File: src/rtl/exc_pkg.sv
// Shared types and constants for the LEGv8 exception control stage.
package exc_pkg;

  typedef enum logic [0:0] {
    RUN     = 1'b0,
    HANDLER = 1'b1
  } exc_state_e;

  localparam logic [3:0] ESR_NONE   = 4'h0;
  localparam logic [3:0] ESR_INVOP  = 4'h1;
  localparam logic [3:0] ESR_IRQ    = 4'h2;
  localparam logic [3:0] ESR_DFAULT = 4'hF;

  localparam logic [1:0] SEL_SEQ  = 2'b00;
  localparam logic [1:0] SEL_BR   = 2'b01;
  localparam logic [1:0] SEL_EXC  = 2'b10;
  localparam logic [1:0] SEL_ERET = 2'b11;

endpackage

File: src/rtl/sat_counter.sv
// Saturating up-counter with synchronous active-high reset.
module sat_counter #(
  parameter int unsigned W = 8
) (
  input  logic         clk_i,
  input  logic         reset_i,
  input  logic         inc_i,
  output logic [W-1:0] cnt_o
);

  logic [W-1:0] cnt_q, cnt_d;

  always_comb begin
    cnt_d = cnt_q;
    if (inc_i && (cnt_q != {W{1'b1}})) begin
      cnt_d = cnt_q + 1'b1;
    end
  end

  always_ff @(posedge clk_i) begin
    if (reset_i) begin
      cnt_q <= '0;
    end else begin
      cnt_q <= cnt_d;
    end
  end

  assign cnt_o = cnt_q;

endmodule

File: src/rtl/exc_ctrl.sv
// Exception control: drives next-PC mux select and the ELR/ESR exception state.
module exc_ctrl
  import exc_pkg::*;
#(
  parameter int unsigned   N          = 64,
  parameter logic [N-1:0]  EXC_VECTOR = 64'h0000_0000_0000_00D8
) (
  input  logic         clk,
  input  logic         reset,
  input  logic [N-1:0] pc_i,
  input  logic         branch_i,
  input  logic         exc_req_i,
  input  logic         irq_i,
  input  logic         eret_i,
  output logic [1:0]   pc_sel_o,
  output logic [N-1:0] exc_vector_o,
  output logic [N-1:0] elr_o,
  output logic [3:0]   esr_o,
  output logic         in_handler_o,
  output logic         flush_o,
  output logic [7:0]   exc_cnt_o
);

  exc_state_e   state_q, state_d;
  logic [N-1:0] elr_q, elr_d;
  logic [3:0]   esr_q, esr_d;
  logic         take_exc;

  always_comb begin
    state_d  = state_q;
    elr_d    = elr_q;
    esr_d    = esr_q;
    pc_sel_o = SEL_SEQ;
    flush_o  = 1'b0;
    take_exc = 1'b0;
    if (!reset) begin
      if (exc_req_i) begin
        pc_sel_o = SEL_EXC;
        flush_o  = 1'b1;
        take_exc = 1'b1;
        if (state_q == HANDLER) begin
          // Double fault keeps the original return address.
          esr_d = ESR_DFAULT;
        end else begin
          elr_d   = pc_i;
          esr_d   = ESR_INVOP;
          state_d = HANDLER;
        end
      end else if (irq_i && (state_q == RUN)) begin
        pc_sel_o = SEL_EXC;
        flush_o  = 1'b1;
        take_exc = 1'b1;
        elr_d    = pc_i;
        esr_d    = ESR_IRQ;
        state_d  = HANDLER;
      end else if (eret_i && (state_q == HANDLER)) begin
        pc_sel_o = SEL_ERET;
        flush_o  = 1'b1;
        state_d  = RUN;
      end else if (branch_i) begin
        pc_sel_o = SEL_BR;
      end
    end
  end

  always_ff @(posedge clk) begin
    if (reset) begin
      state_q <= RUN;
      elr_q   <= '0;
      esr_q   <= ESR_NONE;
    end else begin
      state_q <= state_d;
      elr_q   <= elr_d;
      esr_q   <= esr_d;
    end
  end

  sat_counter #(
    .W (8)
  ) u_exc_cnt (
    .clk_i   (clk),
    .reset_i (reset),
    .inc_i   (take_exc),
    .cnt_o   (exc_cnt_o)
  );

  assign exc_vector_o = EXC_VECTOR;
  assign elr_o        = elr_q;
  assign esr_o        = esr_q;
  assign in_handler_o = (state_q == HANDLER);

endmodule

File: config.mk
export PLATFORM = sky130hd
export DESIGN_NAME = exc_ctrl
export DESIGN_NICKNAME = d
export VERILOG_FILES = /design/src/rtl/exc_pkg.sv /design/src/rtl/sat_counter.sv /design/src/rtl/exc_ctrl.sv
export SDC_FILE = /design/constraint.sdc
export NUM_CORES = 1
export LEC_CHECK = 0
export CORE_AREA = 8 8 77 146
export CTS_CLUSTER_SIZE = 14
export DETAILED_ROUTE_END_ITERATION = 10
export DIE_AREA = 0 0 85 154
export GPL_TIMING_DRIVEN = 0
export PLACE_DENSITY = 0.83
export SLEW_MARGIN = 15
export SYNTH_ARGS = -nofsm -noshare
export SYNTH_HDL_FRONTEND = slang
export SYNTH_SLANG_ARGS = --single-unit
File: constraint.sdc
create_clock -name clk -period 1.6 [get_ports clk]
set_clock_uncertainty 0.1 [all_clocks]
set_input_delay 0.32 -clock clk [delete_from_list [all_inputs] [get_ports clk]]
set_output_delay 0.32 -clock clk [all_outputs]
set_load 0.01 [all_outputs]
==> run summary <==
The largest individual stage delay along the critical path comes from the cell dfxtp_4. The logs give 0 for the residual overflow from global routing and 35.2% for the initial core utilization. Port buffering added 148 buffers.

Number of sinks handled by clock tree synthesis: 76. The proportion of register bits with asynchronous set or reset after synthesis was 0%. In this run the remaining antenna-violating nets after routing total 0.

The clock reaches the later pin of the worst-skew pair after 0.32 ns. The net switching power came out at 1.33 mW. In this run the power density over the cells is 988 nW/um2.

Setup repair after global routing could not meet its margin everywhere. Counting instances in the post-synthesis netlist gives the leading cell types as nand2_1, dfxtp_1, a21oi_1, buf_4, buf_2. The total global routing track utilization came out at 16.9%. The congestion estimate from routability-driven global placement came to 0.775. The setup slack after layout is -0.0300 ns, and the final layout net count is 711. The first-pass detailed-route iteration total was 4. For the number of setup violations in the final report, the log shows 1. Number of antenna violations at the first check in global routing: 0. STA classifies the critical path startpoint as a flop. The combinational fraction of design power is 18.4%. Traced cell by cell, the critical path runs through nor2b_4 -> nor2_4 -> a21oi_2 -> buf_4 -> buf_6. Including well taps, the total number of placed cells is 729. For the worst setup path, the data arrival time is 1.21 ns.

The detailed placement HPWL came out at 9160 um. For the leakage component of the power, the log shows 2.71 nW. Cell with the most instances after synthesis: nand2_1. The worst hold path depth came out at 3. Yosys attributes the largest share of cell area to dfxtp_1, buf_4, nand2_1, a21oi_1, buf_2. Cell class contributing the biggest share of worst-path delay: flip-flops.

For this run, the top clock speed supported by timing is 0.613 GHz. The capturing element type of the critical path was a primary output. The worst hold path belongs to the class in -> reg. The depth of the worst register-to-register path is 5, and the delay of the slowest cell on the worst path is 0.36 ns.

The flow ran to the end, but the final reports show violations. The cell internal power dissipation was 4.05 mW. The tools report the number of pins with negative max-slew slack in the final report as 0. Buffers inserted to repair hold after CTS numbered 0. The commonest register cell after synthesis was dfxtp_1. The floorplan step defined a die boundary enclosing 13100 um2. Of the total power, the clock network draws 42.7%. The checks that failed: negative setup slack.

The run gives 3547 as the number of global-route vias before repair. The logs give 2 for the number of buffers between clock root and the deepest sink and 214 for the number of top-level pins. In this run the critical register-to-register path is launched from in_handler_o. The switching portion of total power is 24.7%, and the synthesis-to-layout area growth is 66.3%.

The data required time at the worst endpoint is 1.18 ns, and the sequential share of power is 38.8%. Aggregate routed wire length: 11300 um. The start-to-end type of the worst setup path was reg -> out. The first-pass GRT wire length is 17600 um, and the total clock buffers created by CTS is 9. The tools report the worst supply voltage drop on vdd as 0.000708 V. Once layout is complete, the cells apart from fillers number 749.

The total power came out at 5.38 mW. The share of synthesized area in the top cell type comes to 46.4%. The number of hold-slack violations in the final timing report came out at 0. In the final layout, the share of cells above drive strength 1 is 18.9%. Clock-pin slew was measured on the worst setup and hold paths at 0.06 ns. Along the worst path, the maximum fanout reaches 6. The portion of the clock cycle consumed by the worst path in the final layout was 102%; the average cell area after synthesis was 7.90 um2. The number of distinct library cells after synthesis is 36, and the proportion of synthesized chip area in sequential cells is 46.4%. The run gives 0 as the detailed-route DRC error count.

The tools report the endpoint of the lowest-slack register-to-register path as elr_o[49]. The detailed router placed 3374 vias in this run. The total number of yosys warnings is 0, and the area of the multi-input gates is 1410 um2. The count of mapped cells out of synthesis was 415; the count of state elements after synthesis was 76.

Critical path capture point: pc_sel_o[1]. The floorplan step defined a core boundary enclosing 9320 um2. Max-cap violations in this run came to 0.

The sequential cells in the finished layout cover a total of 1530 um2. The repair_antennas step left the layout with diodes totalling 0. The number of stages on the worst setup path is 5, and the H-tree depth is 3. The die boundary height came out at 154 um. The critical path contains buffers and inverters numbering 2 combined. For this block, the initial DRC count from the detailed router was 125.

The cell accounting for the most synthesized area was dfxtp_1. The die width is 85 um, and the standard-cell row count is 50. The critical path launch point is in_handler_o.

TritonCTS built the clock tree. The maximum number of pins on one net before global-route repair is 14, and the minimum period implied by the final worst setup slack is 1.63 ns. Dividing the detail-routed via count by the number of cells gives 4.50. The post-synthesis instance area was 3280 um2; the routed wirelength normalized by instance count was 15.0 um. The number of flops mapped to enable cells by yosys works out to 0. After filler insertion, the fill cell instance count of the layout stands at 851. Clock tree synthesis selected as its root buffer the cell clkbuf_16. The register-to-register setup slack is 0.08 ns.
final cells by class:
type | instances | area share, %
plain buffers | 89 | 11.5
clock buffers | 10 | 4.20
clock inverters | 6 | 2.04
inverters | 1 | 0.0689
multi-input cells | 310 | 25.8
flip-flops and latches | 76 | 28.1
well taps | 104 | 2.39
repair buffers | 153 | 25.9
routing by layer:
metal / share of wire (%) / vias up / track usage (%)
met5: 0 / - / 0
met4: 4.2 / 0 / 10.2
met3: 9.5 / 30 / 7.26
met2: 53 / 174 / 30.9
met1: 34 / 1509 / 14.6
li1: - / 1661 / -
what timing repair did:
item	CTS	global route
setup endpoints to repair	83	66
pin swaps	3	4
hold endpoints to repair	0	0
gates cloned	0	0
gates resized for setup	111	13
setup buffers	5	0
power by group through the flow:
stage / sequential [mW] / combinational, mW / clock (mW)
2_1_floorplan: 2.18 / 0.461 / 0
3_3_place_gp: 2.13 / 1.03 / 0
3_5_place_dp: 2.14 / 1.05 / 0
4_1_cts: 2.09 / 0.981 / 2.35
5_1_grt: 2.10 / 1.09 / 2.44
6_report: 2.09 / 0.992 / 2.30
stage by stage:
step           TNS [ns]  util [%]  hold slack [ns]  setup slack (ns)  instance area, um2
4_1_cts         -0.0990      58.2            0.309           -0.0724                5430
5_1_grt          -0.158      58.5            0.352           -0.0943                5450
3_3_place_gp     -23.89      54.9            0.343            -0.936                5120
3_5_place_dp     -24.45      54.9            0.347            -0.962                5120
6_report        -0.0300      58.5            0.327           -0.0300                5450
2_1_floorplan         0         -            0.356            0.0267                3510
sequential cells by signal (all words and copies together), names as in the netlist:
register         cells
in_handler_o         1
elr_o               64
esr_o                3
u_exc_cnt.cnt_o      8
worst reg2reg max path, cell delays in order, from the launching register on:
cell and delay, ns:
dfxtp_4 0.36, buf_4 0.14, or2_2 0.40, buf_2 0.22, nand2_1 0.10, a21oi_1 0.07
cells in the final DEF (no fill, tap or decap), drive strengths merged, types with 2 or more instances in the layout:
master,count
conb,64
nand2,132
buf,83
dfxtp,76
clkbuf,24
dlygate4sd2,81
a211oi,2
or2,2
inv,2
nor3,5
bufinv,3
clkdlybuf4s50,64
a31oi,2
nand3,3
mux2i,2
a21oi,66
nor2b,2
nor2,12
worst min path at each step:
stage	startpoint	to	slack, ns
after CTS	eret_i	in_handler_o	0.31
after global routing	eret_i	in_handler_o	0.35
after global placement	elr_o[48]	elr_o[48]	0.34
final	eret_i	in_handler_o	0.33
after floorplan	pc_i[0]	elr_o[0]	0.36
after detailed placement	elr_o[26]	elr_o[26]	0.35
logic make-up (layout without fill, tap and decap cells):
group                      Yosys count  count (layout)  share of synthesized area (%)
and+or+nand+nor                    164             164                           20.4
DFF                                 76              76                           46.4
muxes                                2               2                          0.611
buffers and inverters               91             259                           18.6
other                                2              64                          0.229
xor gates and xnor gates             1               1                          0.267
adders and majority gates            1               1                          0.382
AOI/OAI and AO/OA                   78              78                           13.2
Power figures use the tool's default switching activity.
